File: src/rtl/dm_access_ctrl.sv
// Data-memory access controller between the MEM stage and a word-organised
// data memory. It performs byte/half/word loads and stores. Sub-word stores
// are done as read-modify-write. Misaligned or out-of-range accesses return
// AdEL/AdES and never touch memory.
//
// Handshake: a request transfers on a rising clk edge where req_valid and
// req_ready are both 1. req_ready is high only in IDLE. The response is a
// single-cycle resp_valid strobe with no back-pressure. resp_rdata, resp_exc
// and resp_pc are meaningful only while resp_valid is 1, and are 0 otherwise.
module dm_access_ctrl #(
  parameter logic [31:0] ADDR_LIMIT = 32'h0000_3000
) (
  input  logic        clk,
  input  logic        reset,
  input  logic        req_valid,
  output logic        req_ready,
  input  logic [2:0]  req_op,
  input  logic [31:0] req_addr,
  input  logic [31:0] req_wdata,
  input  logic [31:0] req_pc,
  output logic        resp_valid,
  output logic [31:0] resp_rdata,
  output logic [1:0]  resp_exc,
  output logic [31:0] resp_pc,
  output logic [31:0] mem_addr,
  output logic        mem_we,
  output logic [31:0] mem_wd,
  input  logic [31:0] mem_rd,
  output logic [2:0]  dbg_state_o
);

  localparam logic [2:0] OP_LW  = 3'b000;
  localparam logic [2:0] OP_LH  = 3'b001;
  localparam logic [2:0] OP_LHU = 3'b010;
  localparam logic [2:0] OP_LB  = 3'b011;
  localparam logic [2:0] OP_LBU = 3'b100;
  localparam logic [2:0] OP_SW  = 3'b101;
  localparam logic [2:0] OP_SH  = 3'b110;
  localparam logic [2:0] OP_SB  = 3'b111;

  localparam logic [1:0] EXC_NONE = 2'b00;
  localparam logic [1:0] EXC_ADEL = 2'b01;
  localparam logic [1:0] EXC_ADES = 2'b10;

  typedef enum logic [2:0] {
    S_IDLE   = 3'd0,
    S_RD     = 3'd1,
    S_RMW_RD = 3'd2,
    S_WR     = 3'd3,
    S_RESP   = 3'd4
  } state_t;

  state_t      state_q, state_d;
  logic [2:0]  op_q, op_d;
  logic [1:0]  addr_lo_q, addr_lo_d;     // byte lane within the word
  logic [31:0] mem_addr_q, mem_addr_d;   // word address; held when idle
  logic [31:0] wdata_q, wdata_d;         // store data, then the merged word
  logic [31:0] pc_q, pc_d;
  logic [31:0] rdata_q, rdata_d;
  logic [1:0]  exc_q, exc_d;

  // Opcodes 000..100 are loads; the rest are stores.
  function automatic logic is_load(input logic [2:0] op);
    return (op <= OP_LBU);
  endfunction

  // Alignment by access size, plus the upper address bound for every op.
  function automatic logic is_fault(input logic [2:0] op, input logic [31:0] addr);
    logic misaligned;
    misaligned = 1'b0;
    case (op)
      OP_LW, OP_SW:         misaligned = (addr[1:0] != 2'b00);
      OP_LH, OP_LHU, OP_SH: misaligned = addr[0];
      default:              misaligned = 1'b0;
    endcase
    return misaligned || (addr >= ADDR_LIMIT);
  endfunction

  // Little-endian lane extraction with sign or zero extension.
  function automatic logic [31:0] load_extract(input logic [2:0]  op,
                                               input logic [1:0]  lo,
                                               input logic [31:0] word);
    logic [7:0]  b;
    logic [15:0] h;
    logic [31:0] res;
    case (lo)
      2'd0:    b = word[7:0];
      2'd1:    b = word[15:8];
      2'd2:    b = word[23:16];
      default: b = word[31:24];
    endcase
    h = lo[1] ? word[31:16] : word[15:0];
    case (op)
      OP_LW:   res = word;
      OP_LH:   res = {{16{h[15]}}, h};
      OP_LHU:  res = {16'h0000, h};
      OP_LB:   res = {{24{b[7]}}, b};
      OP_LBU:  res = {24'h000000, b};
      default: res = 32'h0000_0000;
    endcase
    return res;
  endfunction

  // Replace only the addressed byte/half of the memory word.
  function automatic logic [31:0] store_merge(input logic [2:0]  op,
                                              input logic [1:0]  lo,
                                              input logic [31:0] word,
                                              input logic [31:0] wd);
    logic [31:0] res;
    res = word;
    if (op == OP_SB) begin
      case (lo)
        2'd0:    res[7:0]   = wd[7:0];
        2'd1:    res[15:8]  = wd[7:0];
        2'd2:    res[23:16] = wd[7:0];
        default: res[31:24] = wd[7:0];
      endcase
    end else if (op == OP_SH) begin
      if (lo[1]) res[31:16] = wd[15:0];
      else       res[15:0]  = wd[15:0];
    end else begin
      res = wd;
    end
    return res;
  endfunction

  // State and captured-request registers, cleared asynchronously.
  always_ff @(posedge clk or posedge reset) begin
    if (reset) begin
      state_q    <= S_IDLE;
      op_q       <= 3'd0;
      addr_lo_q  <= 2'd0;
      mem_addr_q <= 32'h0;
      wdata_q    <= 32'h0;
      pc_q       <= 32'h0;
      rdata_q    <= 32'h0;
      exc_q      <= EXC_NONE;
    end else begin
      state_q    <= state_d;
      op_q       <= op_d;
      addr_lo_q  <= addr_lo_d;
      mem_addr_q <= mem_addr_d;
      wdata_q    <= wdata_d;
      pc_q       <= pc_d;
      rdata_q    <= rdata_d;
      exc_q      <= exc_d;
    end
  end

  // Next-state logic: accept, classify, read, merge, write, respond.
  always_comb begin
    state_d    = state_q;
    op_d       = op_q;
    addr_lo_d  = addr_lo_q;
    mem_addr_d = mem_addr_q;
    wdata_d    = wdata_q;
    pc_d       = pc_q;
    rdata_d    = rdata_q;
    exc_d      = exc_q;
    case (state_q)
      S_IDLE: begin
        if (req_valid) begin
          op_d      = req_op;
          addr_lo_d = req_addr[1:0];
          wdata_d   = req_wdata;
          pc_d      = req_pc;
          rdata_d   = 32'h0;
          if (is_fault(req_op, req_addr)) begin
            // Faults skip memory entirely; mem_addr keeps its old value.
            exc_d   = is_load(req_op) ? EXC_ADEL : EXC_ADES;
            state_d = S_RESP;
          end else begin
            exc_d      = EXC_NONE;
            mem_addr_d = {req_addr[31:2], 2'b00};
            if (is_load(req_op))    state_d = S_RD;
            else if (req_op == OP_SW) state_d = S_WR;
            else                    state_d = S_RMW_RD;
          end
        end
      end
      S_RD: begin
        rdata_d = load_extract(op_q, addr_lo_q, mem_rd);
        state_d = S_RESP;
      end
      S_RMW_RD: begin
        wdata_d = store_merge(op_q, addr_lo_q, mem_rd, wdata_q);
        state_d = S_WR;
      end
      S_WR:    state_d = S_RESP;
      S_RESP:  state_d = S_IDLE;
      default: state_d = S_IDLE;
    endcase
  end

  // Outputs decode directly from the state register so that reset drops
  // mem_we without waiting for a clock edge.
  assign req_ready   = (state_q == S_IDLE);
  assign resp_valid  = (state_q == S_RESP);
  assign resp_rdata  = resp_valid ? rdata_q : 32'h0;
  assign resp_exc    = resp_valid ? exc_q : EXC_NONE;
  assign resp_pc     = resp_valid ? pc_q : 32'h0;
  assign mem_addr    = mem_addr_q;
  assign mem_we      = (state_q == S_WR);
  assign mem_wd      = wdata_q;
  assign dbg_state_o = state_q;

endmodule

File: config.mk
export PLATFORM = sky130hd
export DESIGN_NAME = dm_access_ctrl
export DESIGN_NICKNAME = d
export VERILOG_FILES = /design/src/rtl/dm_access_ctrl.sv
export SDC_FILE = /design/constraint.sdc
export NUM_CORES = 1
export LEC_CHECK = 0
export BUFFER_PORTS_ARGS = -buffer_cell sky130_fd_sc_hd__buf_2
export CAP_MARGIN = 0
export CORE_MARGIN = 5
export CORE_UTILIZATION = 49
export CTS_CLUSTER_SIZE = 24
export DETAILED_ROUTE_END_ITERATION = 16
export GPL_ROUTABILITY_DRIVEN = 0
export PLACE_DENSITY = 0.8
export SLEW_MARGIN = 20
export SYNTH_ARGS = -nofsm -noshare
export SYNTH_HDL_FRONTEND = slang
export SYNTH_SLANG_ARGS = --single-unit
File: constraint.sdc
create_clock -name clk -period 6.6 [get_ports clk]
set_input_delay 1.32 -clock clk [delete_from_list [all_inputs] [get_ports clk]]
set_output_delay 1.32 -clock clk [all_outputs]
set_load 0.01 [all_outputs]
=== Word level (Yosys, flattened, before mapping) ===
Cells that the tools add are included.

* $add $sub $neg: 0
* $mul: 0
* Div/mod/pow operators: 0
* Order comparisons: 2
* Eq/ne operators: 20
* Shift operators: 0
* Multiplexer cells: 28
* Bitwise logic cells: 1
* Reductions and logical operators: 18

{| class="wikitable"
|+ Operators by type and width
! kind !! number
|-
| $mux 32 || 6
|-
| $pmux 32 s5 || 1
|-
| $pmux 32 s2 || 2
|-
| $mux 16 || 3
|-
| $ge 32x14->1 const B || 1
|-
| $mux 8 || 4
|-
| $pmux 8 s3 || 1
|-
| $eq 3x3->1 const B || 6
|-
| $eq 3x2->1 const B || 5
|-
| $eq 3x1->1 const B || 3
|-
| $logic_not 3->1 || 3
|-
| $ne 3x3->1 const B || 3
|-
| $pmux 3 s3 || 1
|-
| $mux 2 || 4
|-
| $mux 3 || 2
|-
| $reduce_and 3->1 || 2
|-
| $reduce_bool 2->1 || 3
|-
| $reduce_or 3->1 || 2
|-
| $reduce_and 5->1 || 1
|-
| $reduce_and 2->1 || 2
|-
| $reduce_and 4->1 || 1
|-
| $reduce_or 2->1 || 2
|-
| $le 3x3->1 const B || 1
|-
| $mux 1 || 3
|-
| 7 further kinds || 7
|}

* Flip-flop bits (word level): 136
* Latch bits: 0
* RAM bits: 0
* Memory bits (read-only): 0
* Input port bits: 134
* Output and inout bits: 136
* Word-level logic and storage cells: 79
* Memories: 0

=== Logic depth before layout (Yosys ltp) ===
Gate-level depths: netlist (run 1).

* Depth after elaboration: 9
* Depth in mapped cells: 7

=== Least setup slack after synthesis (run 1) ===
Ideal clock, no wire load.

* Path type: register -> output
* Start: register state_q[0], in the netlist dbg_state_o[0]
* End: output resp_exc[0]
* Arrival: 1528 ps
* Data required time: 5280 ps
* Setup slack: 3752 ps
* Cell stages (with the launch flop): 7
* Buffers on the path: 3
* Path through: dfrtp_1 > buf_2 > inv_1 > and3_1 > clkbuf_1 > clkbuf_1 > and2_1

* Longest elaborated chain between the ends: 2

{| class="wikitable"
|+ Ends and longest elaborated chain
! element !! line !! RTL
|-
| start, declared || 53 || <nowiki>state_t state_q, state_d;</nowiki>
|-
| start signal, assigned || 139 || <nowiki>state_q <= state_d;</nowiki>
|-
| $eq 3x3->1 || 198 || <nowiki>assign resp_valid = (state_q == S_RESP);</nowiki>
|-
| $mux 2 || 200 || <nowiki>assign resp_exc = resp_valid ? exc_q : EXC_NONE;</nowiki>
|-
| end, declared || 23 || <nowiki>output logic [1:0] resp_exc,</nowiki>
|}

Every way passes these cells.

=== Worst setup path in the final report (run 1) ===
* Start: register state_q[0], in the netlist dbg_state_o[0]
* End: output resp_pc[15]

* Longest elaborated chain between the ends: 2

{| class="wikitable"
|+ Ends and longest elaborated chain
! element !! line !! RTL
|-
| $eq 3x3->1 || 198 ||
|-
| $mux 32 || 201 || <nowiki>assign resp_pc = resp_valid ? pc_q : 32'h0;</nowiki>
|-
| end, declared || 24 || <nowiki>output logic [31:0] resp_pc,</nowiki>
|}

Every way passes these cells.

==> results of run 1 <==
-- per-layer routing --
layer  vias up  share of wire [%]  track usage [%]
met5         -                  0                0
met4         0                4.8            13.40
met3        82                9.5            8.739
met2       341                 47            40.82
met1      3068                 38            33.58
li1       3001                  -                -
-- metrics by stage --
stage | utilization [%] | cells
3_3_place_gp | 59.98 | 1122
2_1_floorplan | - | 727
3_5_place_dp | 59.98 | 1122
5_1_grt | 64.57 | 1154
6_report | 64.57 | 1154
4_1_cts | 64.49 | 1153
-- flip-flops by register name, indices dropped and copies added, names as in the netlist --
name         flops
mem_addr        30
mem_wd          32
rdata_q         32
exc_q            2
pc_q            32
dbg_state_o      3
addr_lo_q        2
op_q             3
-- final cells by class --
class,instances,area share (%)
Antenna cell,1,0.02792
Clock buffer,22,5.179
Clock inverter,9,1.815
Tap cell,180,2.513
Multi-Input combinational cell,527,36.77
Timing Repair Buffer,273,15.41
Sequential cell,136,37.97
Inverter,6,0.3071
-- synth_stat cells (9+ instances only) --
cell type	n
clkbuf_1	36
o21a_1	10
mux2_1	18
mux2_2	10
and2_1	67
o21ai_0	48
nor2_1	13
nor3b_1	9
a22oi_1	31
nand3_1	19
mux4_2	9
and3_1	9
buf_2	15
nor2b_1	24
dfrtp_1	136
nand3b_1	9
a21oi_1	9
a211oi_1	9
nand2_1	158
-- kinds of logic (layout without fill, tap and decap cells) --
| group | after synthesis | in the layout | synth area share [%] |
|---|---|---|---|
| flops | 136 | 136 | 48.96 |
| compound gates | 159 | 159 | 15.43 |
| simple gates | 326 | 326 | 23.76 |
| buf+inv | 64 | 310 | 3.942 |
| fa+ha+maj | 1 | 1 | 0.1440 |
| mux | 37 | 37 | 7.453 |
| other cells | 1 | 3 | 0.05395 |
| xor+xnor | 2 | 2 | 0.2521 |
-- worst max-delay path by stage --
| stage | to | startpoint | slack (ns) | cells past startpoint |
|---|---|---|---|---|
| 2_1_floorplan | addr_lo_q[0] | reset | 1.64 | 1 |
| 3_3_place_gp | mem_wd[6] | req_valid | 3.17 | 5 |
| 3_5_place_dp | mem_wd[2] | req_valid | 3.10 | 5 |
| 4_1_cts | resp_pc[15] | dbg_state_o[0] | 2.74 | 4 |
| 5_1_grt | resp_pc[15] | dbg_state_o[0] | 2.60 | 4 |
| 6_report | resp_pc[15] | dbg_state_o[0] | 2.82 | 4 |
-- where the power goes --
part	switching, uW	total [uW]	internal, uW
clock network	360	1010	654
logic	215	367	151
registers	55.8	948	892
total	631	2330	1700
-- critical path, stage by stage (launching register included) --
cell     delay [ns]
dfrtp_1        0.58
inv_1          0.22
and3_2         0.81
and2_1         0.24
buf_2          0.15
==> impl_metrics.py, run 1 <==
metrics = {
    "synth": {
        "yosys-top-cells-area": "dfrtp_1, nand2_1, and2_1, o21ai_0, a22oi_1",
        "yosysWarnings": 0,
        "synth-seq-cells": 136,
        "yosys.area.top_type": "dfrtp_1",
        "synth_area_sq_um": 6950,
        "yosysSeqAreaShare_pct": 48.96,
        "synthFlopType": "dfrtp_1",
        "async_flop_share_pct": 100.0,
        "yosys.area.top_type_share_pct": 48.96,
        "syn_inst": 726,
        "synth.avg_cell_area_sq_um": 9.574,
        "synth_cell_type_count": 50,
        "synth_edf_count": 0,
    },
    "placed_design": {
        "dpl.hpwl_mm": 16.05,
        "postPlaceCellArea_sq_um": 8325,
        "dpl_worst_slack_ns": 3.105,
        "port_buffers": 267,
    },
    "sta": {
        "setup-violations-final": 0,
        "worst_slack_ns": 2.824,
        "tightestPinTransition_ns": 1.067,
        "final.setup_skew_ns": 0.008467,
        "timing.fmax_ghz": 0.2648,
        "period_share_pct": 57.21,
        "finalHoldViolCount": 0,
        "relSlewSlack_pct": 28.75,
        "final_max_slew_viol_count": 0,
        "holdWs_ns": 0.4682,
        "rsz0062_at_grt": "no",
        "min_period_ns": 3.776,
        "final.setup.tns_ns": 0,
    },
    "die": {
        "start_util_pct": 50.07,
        "core-area_sq_um": 13880,
        "die_h_um": 129.1,
        "die_x_um": 129.1,
        "dieArea_sq_um": 16670,
        "core.rowCount": 43,
        "io_pins": 270,
    },
    "finish": {
        "syn2layout_area_growth_pct": 28.95,
        "fin_nets": 1095,
        "mostFrequentLayoutCell": "buf_2",
        "most-common-layout-cells": "buf_2, nand2_1, dfrtp_1",
        "filler_cell_count": 1180,
        "multi_input_area_sq_um": 3296,
        "drive_above_1_share_pct": 34.33,
        "seqCellArea_sq_um": 3403,
        "postLayoutCellArea_sq_um": 8962,
    },
    "power": {
        "p_leak_uw": 0.004614,
        "ir_worst_vdd_mv": 0.1684,
        "p_total_uw": 2329,
        "cellPowerDensity_nw_per_um2": 259.9,
    },
    "cts": {
        "htreeDepth": 4,
        "tritoncts.num_buffers": 17,
        "cts_resized": 0,
        "clock_latency_ns": 0.43,
        "cts_tree": "done",
        "root_buffer": "clkbuf_16",
        "cts_max_path_buffers": 2,
        "clkTransAtPathRegs_ns": 0.06,
        "postCtsSetupBuffers": 0,
        "cts-hold-fix-buffers": 0,
        "cts_sinks": 136,
    },
    "route": {
        "first_pass_iters": 5,
        "drcViolationCount": 0,
        "drt_first_iter_violations": 732,
        "final_antenna_net_count": 0,
        "avgRoutedWirePerCell_um": 18.94,
        "via_count": 6492,
        "drt-total-wl_mm": 21.85,
        "viasPerCell": 5.626,
    },
    "grt": {
        "overflow": 0,
        "antenna_found_initial": 1,
        "grt_max_degree": 73,
        "grt.total_usage_pct": 26.50,
        "grt_pass1_vias": 6312,
        "grt_pass1_wl_mm": 34.07,
    },
    "setup_path": {
        "r2r_slack_ns": 3.74,
        "timing.rr.start": "op_q[1]",
        "worstSetupPathType": "reg -> out",
        "critPathRequiredTime_ns": 5.28,
        "regToRegEndpoint": "mem_wd[6]",
        "arrival_ns": 2.46,
        "crit_path_start_kind": "flip-flop",
        "worst_r2r_path_depth": 4,
        "crit_fanout": 67,
        "cp-end-kind": "primary output",
    },
    "flow_run": {
        "cap_violations": 0,
    },
    "worst_hold_path": {
        "hp-start": "exc_q[0]",
        "worstHoldEndpoint": "exc_q[0]",
        "hold_class": "reg -> reg",
        "holdPathStages": 2,
    },
    "outcome": {
        "outcome": "complete, no violations",
    },
}
Power figures use the tool's default switching activity.
==> run 2, diff against run 1 <==
Clock period 6.6 ns to 3.62 ns, I/O delays scaled along.
==> run 2 against run 1 <==
  * Wire length down 1.1%
  * Count of clock-buffer cells in the layout down 3
  * Power up 74%
  * Core utilization about the same
  * Hold slack worse by 0.0034 ns
  * Register-to-register slack worse by 2.6 ns
  * Clock skew down 0.0011 ns
  * Critical path type unchanged
==> impl_metrics.py, run 2 (same netlist as run 1, synthesis figures left out) <==
metrics = {
    "placed_design": {
        "dpl.hpwl_mm": 15.86,
        "port_buffers": 267,
    },
    "grt": {
        "grt_max_degree": 137,
        "grt_pass1_wl_mm": 33.29,
        "grt_pass1_vias": 6278,
        "antenna_found_initial": 1,
        "grt.total_usage_pct": 25.75,
        "overflow": 0,
    },
    "outcome": {
        "outcome": "complete, no violations",
    },
    "finish": {
        "antenna_cells": 0,
        "syn2layout_area_growth_pct": 28.91,
        "most-common-layout-cells": "buf_2, nand2_1, dfrtp_1",
        "drive_above_1_share_pct": 34.86,
        "mostFrequentLayoutCell": "buf_2",
        "fin_nets": 1103,
    },
    "sta": {
        "final_max_slew_viol_count": 0,
        "min_period_ns": 2.966,
        "finalHoldViolCount": 0,
        "period_share_pct": 81.93,
        "final.setup_skew_ns": 0.007367,
        "holdWs_ns": 0.4648,
        "timing.fmax_ghz": 0.3372,
        "final.setup.tns_ns": 0,
        "rsz0062_at_grt": "no",
        "setup-violations-final": 0,
        "tightestPinTransition_ns": 1.040,
        "relSlewSlack_pct": 30.66,
    },
    "power": {
        "p_total_uw": 4047,
        "cellPowerDensity_nw_per_um2": 451.7,
        "ir_worst_vdd_mv": 0.2454,
        "p_leak_uw": 0.004614,
    },
    "setup_path": {
        "critPathRequiredTime_ns": 2.90,
        "worstSetupPathType": "reg -> out",
        "cp-end-kind": "primary output",
        "regToRegEndpoint": "mem_addr[29]",
        "worst_r2r_path_depth": 5,
        "timing.rr.start": "dbg_state_o[0]",
        "r2r_slack_ns": 1.19,
        "crit_path_start_kind": "flip-flop",
        "arrival_ns": 2.24,
        "crit_fanout": 37,
    },
    "die": {
        "io_pins": 270,
        "die_x_um": 129.1,
        "dieArea_sq_um": 16670,
        "start_util_pct": 50.07,
        "core-area_sq_um": 13880,
        "core.rowCount": 43,
        "die_h_um": 129.1,
    },
    "worst_hold_path": {
        "hold_class": "reg -> reg",
        "worstHoldEndpoint": "pc_q[2]",
        "hp-start": "pc_q[2]",
        "holdPathStages": 2,
    },
    "cts": {
        "cts_max_path_buffers": 2,
        "root_buffer": "clkbuf_16",
        "tritoncts.num_buffers": 17,
        "cts_sinks": 136,
        "clkTransAtPathRegs_ns": 0.06,
        "postCtsSetupBuffers": 0,
        "cts_resized": 0,
        "cts-hold-fix-buffers": 0,
        "htreeDepth": 4,
        "clock_latency_ns": 0.43,
        "cts_tree": "done",
    },
    "route": {
        "final_antenna_net_count": 0,
        "viasPerCell": 5.598,
        "drcViolationCount": 0,
        "via_count": 6499,
        "drt-total-wl_mm": 21.62,
        "drt_first_iter_violations": 655,
        "avgRoutedWirePerCell_um": 18.62,
        "first_pass_iters": 6,
    },
    "flow_run": {
        "cap_violations": 0,
    },
}
==> run 2: cell types whose count changed in the layout (fill, tap and decap cells not counted), sizes merged <==
cell      delta
buf          +8
clkinvlp     +4
bufinv       -3
clkbuf       -3
clkinv       +2
diode        -1
==> run 2: critical path, stage by stage, from the launching register on <==
cell and delay [ns]:
dfrtp_1 0.57, inv_1 0.22, and3_2 0.38, buf_4 0.32
and2_1 0.18, buf_2 0.13
==> run 2: how the worst max path moves through the flow <==
stage | endpoint | start | depth (start not counted)
final | resp_pc[1] | dbg_state_o[0] | 5
after global routing | resp_pc[1] | dbg_state_o[0] | 5
after CTS | resp_rdata[26] | dbg_state_o[0] | 5
after detailed placement | mem_addr[16] | req_addr[29] | 6
after global placement | dbg_state_o[0] | req_addr[29] | 6
after floorplan | addr_lo_q[0] | reset | 1
==> run 2: power by group <==
part,leakage [uW],switching (uW),internal (uW),total (uW)
clock,0.000264,676,968,1640
sequential,0.00176,99.5,1630,1730
combinational,0.00259,392,284,677
==> run 2: cell type report <==
type,count,area [sq um]
sequential,136,3403
multi-input combinational,527,3288
timing repair buffer,281,1454
clock inverter,12,120.1
inverter,6,26.28
fill,1129,4921
clock buffer,19,442.9
tap,180,225.2
==> run 2: metal layers <==
metal / part of all wire (%) / global-route usage, %
met1: 39 / 32.78
met2: 48 / 41.46
met3: 9.1 / 6.678
met4: 4.1 / 11.86
met5: 0.051 / 0
==> run 2: per-stage QoR <==
stage	worst slack (ns)	cell area (sq um)	util, %	std cells
floorplan	1.203	6958	-	727
global placement	0.9015	8397	60.49	1130
detailed placement	0.8780	8397	60.49	1130
CTS	0.6187	8960	64.55	1161
global route	0.4953	8960	64.55	1161
finish	0.6541	8960	64.55	1161
==> run 3, diff against run 2 <==
Clock period 3.62 ns to 2.9 ns, I/O delays scaled along.
==> run 3 against run 2 <==
  * Setup slack lost 0.32 ns
  * First-iteration DRC count grew 12%
  * Highest routed layer is now met4
  * Critical path depth shrank 1
  * Critical path type unchanged
  * Power grew 26%
  * Register-to-register slack lost 0.55 ns
  * Final cell count grew 0.86%
  * Die area is the same
  * Design area grew 1.4%
  * Sequential cell count is the same
  * Global-route usage grew 0.74 points
  * Clock skew shrank 0.0015 ns
  * Sequential power grew 24%
==> impl_metrics.py, run 3 (same netlist as run 1, synthesis figures left out) <==
metrics = {
    "cts": {
        "cts_max_path_buffers": 2,
        "clkTransAtPathRegs_ns": 0.06,
        "cts-hold-fix-buffers": 0,
        "postCtsSetupBuffers": 0,
        "cts_tree": "done",
        "cts_sinks": 136,
        "tritoncts.num_buffers": 17,
        "root_buffer": "clkbuf_16",
        "cts_resized": 0,
        "clock_latency_ns": 0.42,
        "htreeDepth": 4,
    },
    "setup_path": {
        "cpPeakStageDelay_ns": 0.59,
        "crit_fanout": 55,
        "path_buf_inv": 2,
        "critPathRequiredTime_ns": 2.32,
        "crit_path_start_kind": "flip-flop",
        "worstSetupPathType": "reg -> out",
        "path_delay_family": "flip-flops",
        "crit_chain": "and3_2 > buf_12 > and2_1 > buf_2",
        "cp-end-kind": "primary output",
        "cp_slowest_cell": "dfrtp_1",
        "arrival_ns": 1.98,
    },
    "finish": {
        "seqCellArea_sq_um": 3403,
        "most-common-layout-cells": "buf_2, nand2_1, dfrtp_1",
        "filler_cell_count": 1174,
        "mostFrequentLayoutCell": "buf_2",
        "fin_nets": 1111,
        "postLayoutCoreUtil_pct": 65.43,
        "syn2layout_area_growth_pct": 30.68,
        "drive_above_1_share_pct": 35.45,
        "multi_input_area_sq_um": 3288,
    },
    "sta": {
        "finalHoldViolCount": 0,
        "relSlewSlack_pct": 39.14,
        "final.setup_skew_ns": 0.005886,
        "tightestPinTransition_ns": 0.9110,
        "period_share_pct": 88.31,
        "final.setup.tns_ns": 0,
        "timing.fmax_ghz": 0.3905,
        "min_period_ns": 2.561,
        "setup-violations-final": 0,
        "rsz0062_at_grt": "no",
        "final_max_slew_viol_count": 0,
    },
    "power": {
        "p_leak_uw": 0.004685,
        "p_total_uw": 5113,
        "netSwitchingPower_uw": 1478,
        "clockPowerShare_pct": 40.9,
        "cellPowerDensity_nw_per_um2": 562.9,
        "switching_share_pct": 28.90,
        "intPower_uw": 3635,
        "ir_worst_vdd_mv": 0.3503,
        "p_seq_share_pct": 42.1,
        "combPwrFrac_pct": 17.0,
    },
    "route": {
        "drt-total-wl_mm": 22.08,
        "first_pass_iters": 5,
        "drt_first_iter_violations": 733,
        "viasPerCell": 5.646,
        "drcViolationCount": 0,
        "via_count": 6612,
        "avgRoutedWirePerCell_um": 18.85,
        "final_antenna_net_count": 0,
    },
    "die": {
        "io_pins": 270,
        "core-area_sq_um": 13880,
        "start_util_pct": 50.07,
        "die_h_um": 129.1,
        "core.rowCount": 43,
        "die_x_um": 129.1,
        "dieArea_sq_um": 16670,
    },
    "grt": {
        "overflow": 0,
        "antenna_found_initial": 1,
        "grt.total_usage_pct": 26.50,
        "grt_pass1_wl_mm": 34.19,
        "grt_max_degree": 56,
        "grt_pass1_vias": 6324,
    },
    "outcome": {
        "outcome": "complete, no violations",
    },
    "placed_design": {
        "port_buffers": 267,
        "dpl.hpwl_mm": 16.71,
    },
    "worst_hold_path": {
        "hold_class": "in -> reg",
    },
    "flow_run": {
        "cap_violations": 0,
    },
}
-- run 3: cell types whose count changed in the layout (fill, tap and decap cells not counted) --
cell        change
clkinv_2        +1
inv_6           +1
clkinvlp_4      -2
clkbuf_8        +1
clkinv_4        +1
buf_12          +4
buf_4           +4
diode_2         +1
inv_8           -1
-- run 3: final cells by class --
cell class | instances | share of cell area [%]
Sequential cell | 136 | 37.47
Multi-Input combinational cell | 527 | 36.20
Timing Repair Buffer | 289 | 17.22
Clock buffer | 20 | 5.028
Tap cell | 180 | 2.480
Clock inverter | 12 | 1.281
Inverter | 6 | 0.2893
Antenna cell | 1 | 0.02755
-- run 3: layer usage --
metal,vias to the layer above,global-route usage (%),routed length (um)
met2,352,42.53,10880
li1,3032,-,-
met1,3168,34.20,8372
met5,-,0,0
met3,60,6.719,2043
met4,0,11.61,784
-- run 3: worst min-delay path: stages --
cell,delay [ns]
buf_2,0.07
nand2_1,0.04
nand2_1,0.04
-- run 3: stage by stage --
step / instance area [sq um] / hold WS, ns / cells / worst slack, ns
floorplan: 6958 / 0.4374 / 727 / 0.6269
global placement: 8507 / 0.4492 / 1138 / 0.5668
detailed placement: 8507 / 0.4544 / 1138 / 0.4769
CTS: 9080 / 0.3324 / 1170 / 0.2973
global route: 9082 / 0.3425 / 1171 / 0.2009
finish: 9082 / 0.3444 / 1171 / 0.3390
-- run 3: final timing paths --
path	start	end	slack, ns	cells past startpoint
setup / recovery	dbg_state_o[2]	resp_pc[1]	0.34	4
hold / removal	req_pc[19]	pc_q[19]	0.34	3
min in group asynchronous	reset	mem_addr[10]	0.35	2
max in group asynchronous	reset	pc_q[25]	1.92	3
setup reg to reg	dbg_state_o[2]	mem_wd[6]	0.64	4
hold reg to reg	pc_q[5]	pc_q[5]	0.47	2
-- run 3: power groups by stage --
| stage | Sequential, uW | Combinational (uW) | Clock [uW] |
|---|---|---|---|
| after CTS | 2150 | 872 | 2120 |
| after global routing | 2170 | 958 | 2190 |
| final | 2150 | 871 | 2090 |
| after floorplan | 2160 | 515 | 0 |
| after global placement | 2180 | 849 | 0 |
| after detailed placement | 2180 | 868 | 0 |
